## src/rtl/ram_bridge_pkg.sv

```systemverilog
// ram_bridge_pkg: shared definitions for the rvcpu-to-RAMHelper bridge.
// Holds the access size encodings, the bridge FSM state type and the
// default address map (RAM base equals the core's reset PC).
package ram_bridge_pkg;

  localparam logic [63:0] PC_START      = 64'h8000_0000;
  localparam logic [63:0] BASE_ADDR_DEF = PC_START;
  localparam logic [63:0] UART_ADDR_DEF = 64'h1000_0000;

  // Access size encodings as carried on req_size_i; 4..7 are illegal.
  localparam logic [2:0] SIZE_B = 3'd0;
  localparam logic [2:0] SIZE_H = 3'd1;
  localparam logic [2:0] SIZE_W = 3'd2;
  localparam logic [2:0] SIZE_D = 3'd3;

  typedef enum logic [1:0] {
    ST_IDLE   = 2'd0,
    ST_ACCESS = 2'd1,
    ST_RESP   = 2'd2
  } state_t;

  // Number of bytes touched by a legal size code.
  function automatic logic [3:0] size_nbytes(input logic [1:0] size);
    return 4'd1 << size;
  endfunction

endpackage

```

## src/rtl/ram_lane_align.sv

```systemverilog
// ram_lane_align: byte-lane steering between a right-aligned core access
// and a 64-bit RAM word. Purely combinational: builds the 64-bit write
// mask, shifts write data into its lanes and extracts/zero-extends read
// data. Only the legal size codes (0..3) are presented here.
module ram_lane_align
  import ram_bridge_pkg::*;
(
  input  logic [2:0]  i_off,
  input  logic [1:0]  i_size,
  input  logic [63:0] i_wdata,
  input  logic [63:0] i_rdata,
  output logic [63:0] o_wmask,
  output logic [63:0] o_wdata,
  output logic [63:0] o_rdata
);

  logic [7:0]  w_lanes;
  logic [63:0] w_keep;
  logic [7:0]  w_bmask;
  logic [5:0]  w_shift;

  assign w_shift = {i_off, 3'b000};

  // Per-size byte-lane pattern (before offset) and read-data keep mask.
  always_comb begin
    // NOTE: defaults first so every path assigns every output; no latch.
    w_lanes = 8'h01;
    w_keep  = 64'h0000_0000_0000_00FF;
    case ({1'b0, i_size})
      SIZE_B: begin
        w_lanes = 8'h01;
        w_keep  = 64'h0000_0000_0000_00FF;
      end
      SIZE_H: begin
        w_lanes = 8'h03;
        w_keep  = 64'h0000_0000_0000_FFFF;
      end
      SIZE_W: begin
        w_lanes = 8'h0F;
        w_keep  = 64'h0000_0000_FFFF_FFFF;
      end
      SIZE_D: begin
        w_lanes = 8'hFF;
        w_keep  = 64'hFFFF_FFFF_FFFF_FFFF;
      end
      default: ;
    endcase
  end

  assign w_bmask = w_lanes << i_off;

  for (genvar g = 0; g < 8; g++) begin : g_lane
    assign o_wmask[g*8 +: 8] = {8{w_bmask[g]}};
  end

  assign o_wdata = i_wdata << w_shift;
  assign o_rdata = (i_rdata >> w_shift) & w_keep;

endmodule

```

## src/rtl/ram_bridge.sv

```systemverilog
// ram_bridge: single-outstanding bridge from the rvcpu ram_rw request port
// to the RAMHelper simulation memory. Each request is latched in IDLE,
// performs one RAM access cycle (ACCESS) and returns a one-cycle ready
// pulse (RESP). Illegal size, dword-crossing and out-of-window accesses
// complete with resp_err_o and never touch the RAM.
// Optional build macro RAM_BRIDGE_UART_EN: byte writes to UART_ADDR are
// diverted to the uart_out_* strobe, reads of UART_ADDR return 0.
module ram_bridge
  import ram_bridge_pkg::*;
#(
  parameter logic [63:0] BASE_ADDR = BASE_ADDR_DEF,
  parameter int          IDX_W     = 16,
  parameter logic [63:0] UART_ADDR = UART_ADDR_DEF
) (
  input  logic             clock,
  input  logic             reset,
  input  logic             req_cen_i,
  input  logic             req_wen_i,
  input  logic [63:0]      req_addr_i,
  input  logic [63:0]      req_wdata_i,
  input  logic [2:0]       req_size_i,
  output logic             resp_ready_o,
  output logic [63:0]      resp_data_o,
  output logic             resp_err_o,
  output logic             ram_en_o,
  output logic             ram_wen_o,
  output logic [IDX_W-1:0] ram_ridx_o,
  output logic [IDX_W-1:0] ram_widx_o,
  output logic [63:0]      ram_wdata_o,
  output logic [63:0]      ram_wmask_o,
  input  logic [63:0]      ram_rdata_i,
  output logic             uart_out_valid_o,
  output logic [7:0]       uart_out_ch_o
);

`ifdef RAM_BRIDGE_UART_EN
  localparam bit UART_EN = 1'b1;
`else
  localparam bit UART_EN = 1'b0;
`endif

  state_t           r_state;
  logic             r_wen;
  logic [63:0]      r_addr;
  logic [63:0]      r_wdata;
  logic [2:0]       r_size;
  logic             r_ram_en;
  logic             r_ram_wen;
  logic [IDX_W-1:0] r_ram_idx;
  logic [63:0]      r_ram_wdata;
  logic [63:0]      r_ram_wmask;
  logic             r_resp_ready;
  logic             r_resp_err;
  logic [63:0]      r_resp_data;

  // In IDLE the decode looks at the incoming request so the RAM outputs can
  // be registered on acceptance; afterwards it looks at the latched request.
  logic [63:0] w_addr;
  logic [63:0] w_wdata;
  logic [2:0]  w_size;
  logic [2:0]  w_off;
  logic [3:0]  w_nbytes;
  logic        w_cross;
  logic        w_below;
  logic [63:0] w_word;
  logic        w_oor;
  logic        w_ram_err;
  logic        w_is_uart;
  logic        w_err;
  logic        w_ram_ok;
  logic [63:0] w_wmask;
  logic [63:0] w_wdata_sh;
  logic [63:0] w_rdata_ext;

  assign w_addr  = (r_state == ST_IDLE) ? req_addr_i  : r_addr;
  assign w_wdata = (r_state == ST_IDLE) ? req_wdata_i : r_wdata;
  assign w_size  = (r_state == ST_IDLE) ? req_size_i  : r_size;

  assign w_off     = w_addr[2:0];
  assign w_nbytes  = size_nbytes(w_size[1:0]);
  assign w_cross   = ({1'b0, w_off} + w_nbytes) > 4'd8;
  assign w_below   = w_addr < BASE_ADDR;
  assign w_word    = (w_addr - BASE_ADDR) >> 3;
  assign w_oor     = (w_word >> IDX_W) != 64'd0;
  assign w_ram_err = w_size[2] | w_cross | w_below | w_oor;

  // The UART register only accepts byte accesses; it never reaches the RAM.
  assign w_is_uart = UART_EN && (w_addr == UART_ADDR);
  assign w_err     = w_is_uart ? (w_size != SIZE_B) : w_ram_err;
  assign w_ram_ok  = !w_is_uart && !w_ram_err;

  ram_lane_align u_align (
    .i_off   (w_off),
    .i_size  (w_size[1:0]),
    .i_wdata (w_wdata),
    .i_rdata (ram_rdata_i),
    .o_wmask (w_wmask),
    .o_wdata (w_wdata_sh),
    .o_rdata (w_rdata_ext)
  );

  // Request FSM: latch in IDLE, one RAM cycle in ACCESS, ready pulse in RESP.
  always_ff @(posedge clock or posedge reset) begin
    if (reset) begin
      r_state      <= ST_IDLE;
      r_wen        <= 1'b0;
      r_addr       <= '0;
      r_wdata      <= '0;
      r_size       <= '0;
      r_ram_en     <= 1'b0;
      r_ram_wen    <= 1'b0;
      r_ram_idx    <= '0;
      r_ram_wdata  <= '0;
      r_ram_wmask  <= '0;
      r_resp_ready <= 1'b0;
      r_resp_err   <= 1'b0;
      r_resp_data  <= '0;
    end else begin
      // NOTE: non-blocking assignments so every register updates from
      // pre-edge values regardless of statement order.
      case (r_state)
        ST_IDLE: begin
          if (req_cen_i) begin
            r_wen   <= req_wen_i;
            r_addr  <= req_addr_i;
            r_wdata <= req_wdata_i;
            r_size  <= req_size_i;
            if (w_ram_ok) begin
              r_ram_en    <= 1'b1;
              r_ram_wen   <= req_wen_i;
              r_ram_idx   <= w_word[IDX_W-1:0];
              r_ram_wdata <= w_wdata_sh;
              r_ram_wmask <= w_wmask;
            end
            r_state <= ST_ACCESS;
          end
        end
        ST_ACCESS: begin
          r_ram_en     <= 1'b0;
          r_ram_wen    <= 1'b0;
          r_resp_ready <= 1'b1;
          r_resp_err   <= w_err;
          if (w_err || (w_is_uart && !r_wen)) begin
            r_resp_data <= '0;
          end else if (!r_wen) begin
            r_resp_data <= w_rdata_ext;
          end
          r_state <= ST_RESP;
        end
        ST_RESP: begin
          r_resp_ready <= 1'b0;
          r_resp_err   <= 1'b0;
          r_state      <= ST_IDLE;
        end
        default: r_state <= ST_IDLE;
      endcase
    end
  end

  assign resp_ready_o = r_resp_ready;
  assign resp_data_o  = r_resp_data;
  assign resp_err_o   = r_resp_err;
  assign ram_en_o     = r_ram_en;
  assign ram_wen_o    = r_ram_wen;
  assign ram_ridx_o   = r_ram_idx;
  assign ram_widx_o   = r_ram_idx;
  assign ram_wdata_o  = r_ram_wdata;
  assign ram_wmask_o  = r_ram_wmask;

`ifdef RAM_BRIDGE_UART_EN
  logic       r_uart_valid;
  logic [7:0] r_uart_ch;

  // UART strobe: raised on acceptance of a byte write to UART_ADDR, so it
  // is high exactly for that request's ACCESS cycle.
  always_ff @(posedge clock or posedge reset) begin
    if (reset) begin
      r_uart_valid <= 1'b0;
      r_uart_ch    <= 8'h00;
    end else if (r_state == ST_IDLE && req_cen_i && w_is_uart &&
                 req_wen_i && req_size_i == SIZE_B) begin
      r_uart_valid <= 1'b1;
      r_uart_ch    <= req_wdata_i[7:0];
    end else if (r_state == ST_ACCESS) begin
      r_uart_valid <= 1'b0;
    end
  end

  assign uart_out_valid_o = r_uart_valid;
  assign uart_out_ch_o    = r_uart_ch;
`else
  assign uart_out_valid_o = 1'b0;
  assign uart_out_ch_o    = 8'h00;
`endif

endmodule

```

## config.mk

```make
export PLATFORM = sky130hd
export DESIGN_NAME = ram_bridge
export DESIGN_NICKNAME = d
export VERILOG_FILES = /design/src/rtl/ram_bridge_pkg.sv /design/src/rtl/ram_lane_align.sv /design/src/rtl/ram_bridge.sv
export SDC_FILE = /design/constraint.sdc
export NUM_CORES = 1
export LEC_CHECK = 0
export CORE_MARGIN = 2
export CORE_UTILIZATION = 52
export DETAILED_ROUTE_END_ITERATION = 10
export PLACE_DENSITY = 0.81
export SLEW_MARGIN = 15
export SYNTH_ARGS = -nofsm -noshare
export SYNTH_HDL_FRONTEND = slang
export SYNTH_HIERARCHICAL = 1
export SYNTH_SLANG_ARGS = --single-unit
```

## constraint.sdc

```tcl
create_clock -name clock -period 13.36 [get_ports clock]
set_input_delay 1.336 -clock clock [delete_from_list [all_inputs] [get_ports clock]]
set_output_delay 1.336 -clock clock [all_outputs]
set_load 0.01 [all_outputs]
```

==> flow_summary_export.csv, run 1 <==
group,metric,value,unit
synth,seq_area_frac_synth,0.427,
critical_path,cp.required,13.78,ns
cells_and_area,postLayoutCellArea,24400,um2
floorplan,core-area,36600,um2
critical_path,reg2regPathDepth,14,
synth,ys_warn_count,6,
pwr,finalPower,4.80,mW
detailed_routing,drc,0,
clock_tree,htreeDepth,2,
pwr,power.density,197,nW/um2
cells_and_area,multi_input_area,9540,um2
synth,synth.area.top_cells,"dfrtp_1 43%, mux2_2 17%, mux2_4 6.2%",
synth,syn_area,19300,um2
critical_path,setup.worst_path.start_class,"register",
timing,finalSetupTns,0,ns
timing,fin_ws,7.26,ns
critical_path,slowest_delay,1.02,ns
cells_and_area,final_nets,2103,
detailed_routing,drt_wl_total,55400,um
run,cap_violations,0,
timing,period_needed,6.10,ns
global_route,grt_max_degree,125,
detailed_routing,vias,14300,
critical_path,path_depth,14,
synth,yosys.area.top_type,"dfrtp_1",
detailed_routing,viasPerCell,5.96,
global_route,grt-ovfl-total,0,
timing,setup_violations,0,
synth,synthArstFlopShare,1.00,
critical_path,crit_chain,"inv_1, ha_4, mux2_8, ha_1, a21o_1, a21oi_1, xnor2_1, o211a_1, nand4b_1, nor4b_4, nand4_4, buf_4, buf_4, mux2_2",
critical_path,crit_family,"buffers and inverters",
timing,fmax,0.164,GHz
worst_hold_path,hp-class,"register to register",
clock_tree,cts_buffers,38,
clock_tree,cts_repair_resize_count,0,
timing,relSlewSlack,0.220,
clock_tree,clk_pin_slew,0.06,ns
critical_path,r2r_start,"r_state[0]",
synth,syn_avg_cell_area,12.1,um2
timing,min_period_over_period,0.457,
worst_hold_path,holdCritStartpoint,"resp_data_o[0]",
detailed_routing,drt-pass1-iter-count,8,
timing,grt_setup_unrepaired,"false",
critical_path,cp_common_cell,"buf_4",
detailed_routing,wl_per_cell,23.1,um
pwr,p_leak,10.6,nW
global_route,grt_first_pass_wirelength,84700,um
critical_path,crit_type,"register to register",
global_route,grt_pass1_vias,14700,
cells_and_area,drive_gt1_frac,0.260,
timing,maxSlewViolCount,0,
critical_path,arrival,6.53,ns
place,place.gp.congestion,0.965,
floorplan,die_y,197,um
floorplan,die_area,38800,um2
synth,ys_ff_latch,330,
place,post-place-ws,6.80,ns
timing,final_hold_viol_count,0,
timing,finClkSkew,0.0198,ns
global_route,grt_usage,0.281,
global_route,antenna_found_initial,6,
synth,synth_top_area_share,0.427,
cells_and_area,regArea,8260,um2
synth,synth_edf_count,0,
clock_tree,clk_latency,0.55,ns
place,place_inst,2325,
floorplan,die_w,197,um
timing,hold_ws,0.489,ns
cells_and_area,syn_to_final_growth,25.9,%
clock_tree,ctsHoldBuffers,0,
place,dp_hpwl,39200,um
worst_hold_path,hold_depth,1,
clock_tree,cts_tree,"yes",
detailed_routing,ant_nets,0,
cells_and_area,fillers,2697,
floorplan,std_cell_rows,70,
synth,synth_top_flop_cell,"dfrtp_1",
status,outcome,"finished clean",
floorplan,io_pins,436,
timing,worstMarginPinSlew,1.17,ns
floorplan,start_util,0.528,
detailed_routing,drt_iter0_drc,1086,
cells_and_area,fin_util,0.665,
critical_path,cpMaxStageDelayCell,"buf_4",
place,dpl-instance-area,23100,um2
clock_tree,cts.sinks,330,
critical_path,worstPathMaxFanout,124,
cells_and_area,layoutNonFillerInstCount,2397,
critical_path,timing.critical_path.buf_inv,3,
pwr,vdd.ir_drop.worst,175,uV
clock_tree,post-cts-setup-buffers,0,
clock_tree,clk_path_buf_depth,3,
synth,syn_inst,1598,
critical_path,critPathCaptureType,"register",
place,port_buffers,426,
critical_path,cp-startpoint,"r_state[0]",
clock_tree,root_buffer,"clkbuf_16",
synth,synth_cell_types,79,
[flip-flops by register name, indices dropped and copies added, names as in the netlist]
register,cells
ram_wdata_o,64
r_size,3
ram_wmask_o,64
r_wdata,64
ram_wen_o,1
r_state,2
resp_ready_o,1
ram_en_o,1
ram_ridx_o,16
r_addr,48
r_wen,1
resp_data_o,64
resp_err_o,1
[cell usage after synthesis, types with 6 or more instances]
cell type,number
o21ai_0,17
nor4_1,9
buf_1,7
o31ai_1,7
nor3b_1,10
and2_1,28
nand2_1,54
buf_4,86
nand2b_1,7
nor2_1,63
mux4_2,30
nor2b_1,11
buf_6,22
inv_1,80
nand3_1,7
o22ai_1,38
mux2_2,295
buf_2,33
o2bb2ai_1,75
mux2i_1,80
dfrtp_1,330
a21oi_1,14
a311oi_1,8
mux2_1,14
ha_1,6
clkbuf_1,34
mux2_4,80
a211oi_1,9
a2bb2oi_1,16
nor3_1,36
[path summary, 6_finish.rpt]
path                             endpoint  slack (ns)
max                        ram_wmask_o[6]        7.26
max in group asynchronous   ram_ridx_o[0]        9.75
min reg2reg                resp_data_o[0]        0.49
min in group asynchronous   ram_ridx_o[8]        1.32
max reg2reg                ram_wmask_o[6]        7.26
min                        resp_data_o[0]        0.49
[layout make-up]
cell class,count,share of cell area
tap,468,0.0240
antenna,5,0.000514
clock buffer,60,0.0495
timing repair buffer,440,0.179
multi-input combinational,1005,0.392
clock inverter,7,0.00267
sequential,330,0.339
inverter,82,0.0132
[cell families after synthesis]
| logic type | Yosys count | synth area share |
|---|---|---|
| AOI/OAI and AO/OA | 220 | 0.0866 |
| xor gates and xnor gates | 3 | 0.00136 |
| adders and majority gates | 7 | 0.00492 |
| buffers and inverters | 271 | 0.0847 |
| DFF | 330 | 0.427 |
| muxes | 501 | 0.321 |
| other | 1 | 0.000194 |
| and+or+nand+nor | 265 | 0.0742 |
[power by group]
group | internal, mW | total, mW | switching (mW)
Clock | 0.620 | 1.04 | 0.421
Combinational | 1.11 | 2.46 | 1.35
Sequential | 1.19 | 1.30 | 0.113
[metal layers]
metal,routed length [um],track usage,vias up
li1,-,-,6344
met5,13,0,-
met1,21500,0.341,7200
met2,27800,0.491,628
met4,2240,0.121,2
met3,3790,0.0517,121
[cells in the final DEF, fill, tap and decap left out, types with 4 or more instances in the layout]
cell             instances
dfrtp_1                330
mux2_4                  81
a311oi_1                 8
o22ai_1                 38
clkdlybuf4s50_1        426
nand3_1                  6
diode_2                  5
o31ai_1                  7
nor3b_1                 10
a21oi_1                 14
or4_1                    4
nand2b_1                 7
mux2_2                 292
clkbuf_16               39
o211ai_1                 5
clkbuf_1                 6
a211oi_1                 9
ha_1                     5
mux2_1                  14
clkbuf_8                15
o2bb2ai_1               75
a2bb2oi_1               16
nor4_1                   9
mux2i_1                 80
nor2b_1                 11
mux4_2                  30
conb_1                   9
nor2_1                  63
and2_1                  28
o21ai_0                 17
nand2_1                 53
nor4b_1                  5
buf_4                   14
inv_1                   79
nor3_1                  36
o32ai_1                  4
nand4_1                  4
No activity file was read; power rests on OpenSTA's default activity.
==> inputs of run 2 (changes only) <==
clock period = 5.9 ns   (was 13.36 ns; I/O delays follow)
==> run 2 against run 1 <==
Net effect: final cell count hardly changed; maximum frequency increased by 30%; largest cell class unchanged; largest power group unchanged; highest routed layer is now met4; hold slack improved by 0.0021 ns.
==> flow_summary_export.csv, run 2 (synthesis gave the netlist of run 1 again) <==
group,metric,value,unit
status,outcome,"finished clean",
floorplan,die_y,197,um
clock_tree,cts_repair_resize_count,0,
detailed_routing,drc,0,
place,dpl-instance-area,23100,um2
worst_hold_path,hp-class,"register to register",
detailed_routing,drt-pass1-iter-count,7,
floorplan,core-area,36600,um2
timing,worstMarginPinSlew,1.21,ns
place,port_buffers,426,
cells_and_area,most-common-layout-cells,"426 x clkdlybuf4s50_1, 330 x dfrtp_1, 292 x mux2_2",
critical_path,critPathCaptureType,"register",
cells_and_area,regArea,8260,um2
place,place_inst,2329,
clock_tree,ctsHoldBuffers,0,
detailed_routing,wl_per_cell,23.5,um
cells_and_area,layoutNonFillerInstCount,2398,
detailed_routing,drt_wl_total,56300,um
place,dp_hpwl,40000,um
floorplan,die_area,38800,um2
critical_path,cp.required,6.30,ns
global_route,grt-ovfl-total,0,
cells_and_area,multi_input_area,9530,um2
cells_and_area,postLayoutCellArea,24300,um2
clock_tree,root_buffer,"clkbuf_16",
critical_path,arrival,5.10,ns
timing,maxSlewViolCount,0,
global_route,antenna_found_initial,6,
critical_path,worstPathMaxFanout,144,
floorplan,die_w,197,um
critical_path,crit_type,"register to register",
global_route,grt_usage,0.286,
timing,relSlewSlack,0.191,
floorplan,std_cell_rows,70,
cells_and_area,layout_commonest_cell,"clkdlybuf4s50_1",
timing,min_period_over_period,0.796,
clock_tree,htreeDepth,2,
pwr,vdd.ir_drop.worst,272,uV
timing,setup_violations,0,
place,place.gp.congestion,0.952,
run,cap_violations,0,
timing,final_hold_viol_count,0,
detailed_routing,ant_nets,0,
cells_and_area,drive_gt1_frac,0.259,
timing,period_needed,4.70,ns
pwr,power.density,444,nW/um2
clock_tree,clk_latency,0.53,ns
clock_tree,post-cts-setup-buffers,0,
timing,fmax,0.213,GHz
clock_tree,cts_buffers,37,
pwr,p_leak,10.6,nW
timing,finClkSkew,0.0153,ns
detailed_routing,viasPerCell,5.96,
detailed_routing,vias,14300,
clock_tree,clk_pin_slew,0.06,ns
cells_and_area,fillers,2772,
cells_and_area,syn_to_final_growth,25.9,%
critical_path,slowest_delay,0.61,ns
timing,finalSetupTns,0,ns
cells_and_area,fin_util,0.665,
clock_tree,cts_tree,"yes",
clock_tree,clk_path_buf_depth,3,
global_route,grt_first_pass_wirelength,85800,um
detailed_routing,drt_iter0_drc,893,
clock_tree,cts.sinks,330,
global_route,grt_pass1_vias,14700,
critical_path,crit_chain,"inv_1, ha_4, mux2_8, ha_1, fa_1, xor2_1, nor3_1, o211a_1, nand4b_1, nor4b_4, nand4_4, buf_12, mux2_1",
cells_and_area,final_nets,2106,
critical_path,cpMaxStageDelayCell,"mux2_8",
critical_path,setup.worst_path.start_class,"register",
timing,grt_setup_unrepaired,"false",
floorplan,io_pins,436,
floorplan,start_util,0.528,
global_route,grt_max_degree,145,
==> run 2: through the flow <==
stage               setup WS (ns)  hold slack (ns)  total power, mW
floorplan                   0.746            0.470             7.69
global placement             1.31            0.475             8.31
detailed placement           1.16            0.473             8.45
CTS                          1.18            0.492             10.8
global route                0.910            0.510             11.4
finish                       1.20            0.491             10.8
==> run 2: area by class of cell <==
| cell class | instances | area share |
|---|---|---|
| well taps | 468 | 0.0241 |
| diodes | 6 | 0.000617 |
| multi-input cells | 1005 | 0.392 |
| flip-flops and latches | 330 | 0.339 |
| inverters | 82 | 0.0130 |
| clock buffers | 51 | 0.0440 |
| clock inverters | 12 | 0.00581 |
| repair buffers | 444 | 0.182 |
==> run 2: final timing paths <==
check                                start              end  slack (ns)  cells after the start
max                             r_state[0]  ram_wmask_o[62]        1.20                     13
max in group asynchronous            reset       r_state[0]        3.93                      3
max reg2reg                     r_state[0]  ram_wmask_o[62]        1.20                     13
min                        resp_data_o[40]  resp_data_o[40]        0.49                      1
min reg2reg                resp_data_o[40]  resp_data_o[40]        0.49                      1
min in group asynchronous            reset    ram_ridx_o[9]        0.52                      2
==> run 2: where the power goes <==
part | switching [mW] | total [mW] | internal [mW]
registers | 0.254 | 2.95 | 2.69
logic | 3.03 | 5.55 | 2.52
clock network | 0.923 | 2.32 | 1.40
total | 4.21 | 10.8 | 6.61
==> run 2: worst max-delay path, delay by kind of cell (launching register included) <==
family | cells | cell delay, ns
compound gates | 1 | 0.19
xor+xnor | 1 | 0.17
mux | 2 | 1.08
fa+ha+maj | 3 | 1.24
flops | 1 | 0.39
simple gates | 4 | 0.88
buf+inv | 2 | 0.43
==> run 2: per-layer routing <==
layer	GRT usage	vias up	wire, um
li1	-	6341	-
met1	0.347	7143	21400
met2	0.498	660	28100
met3	0.0512	139	4090
met4	0.129	0	2690
met5	0	-	0
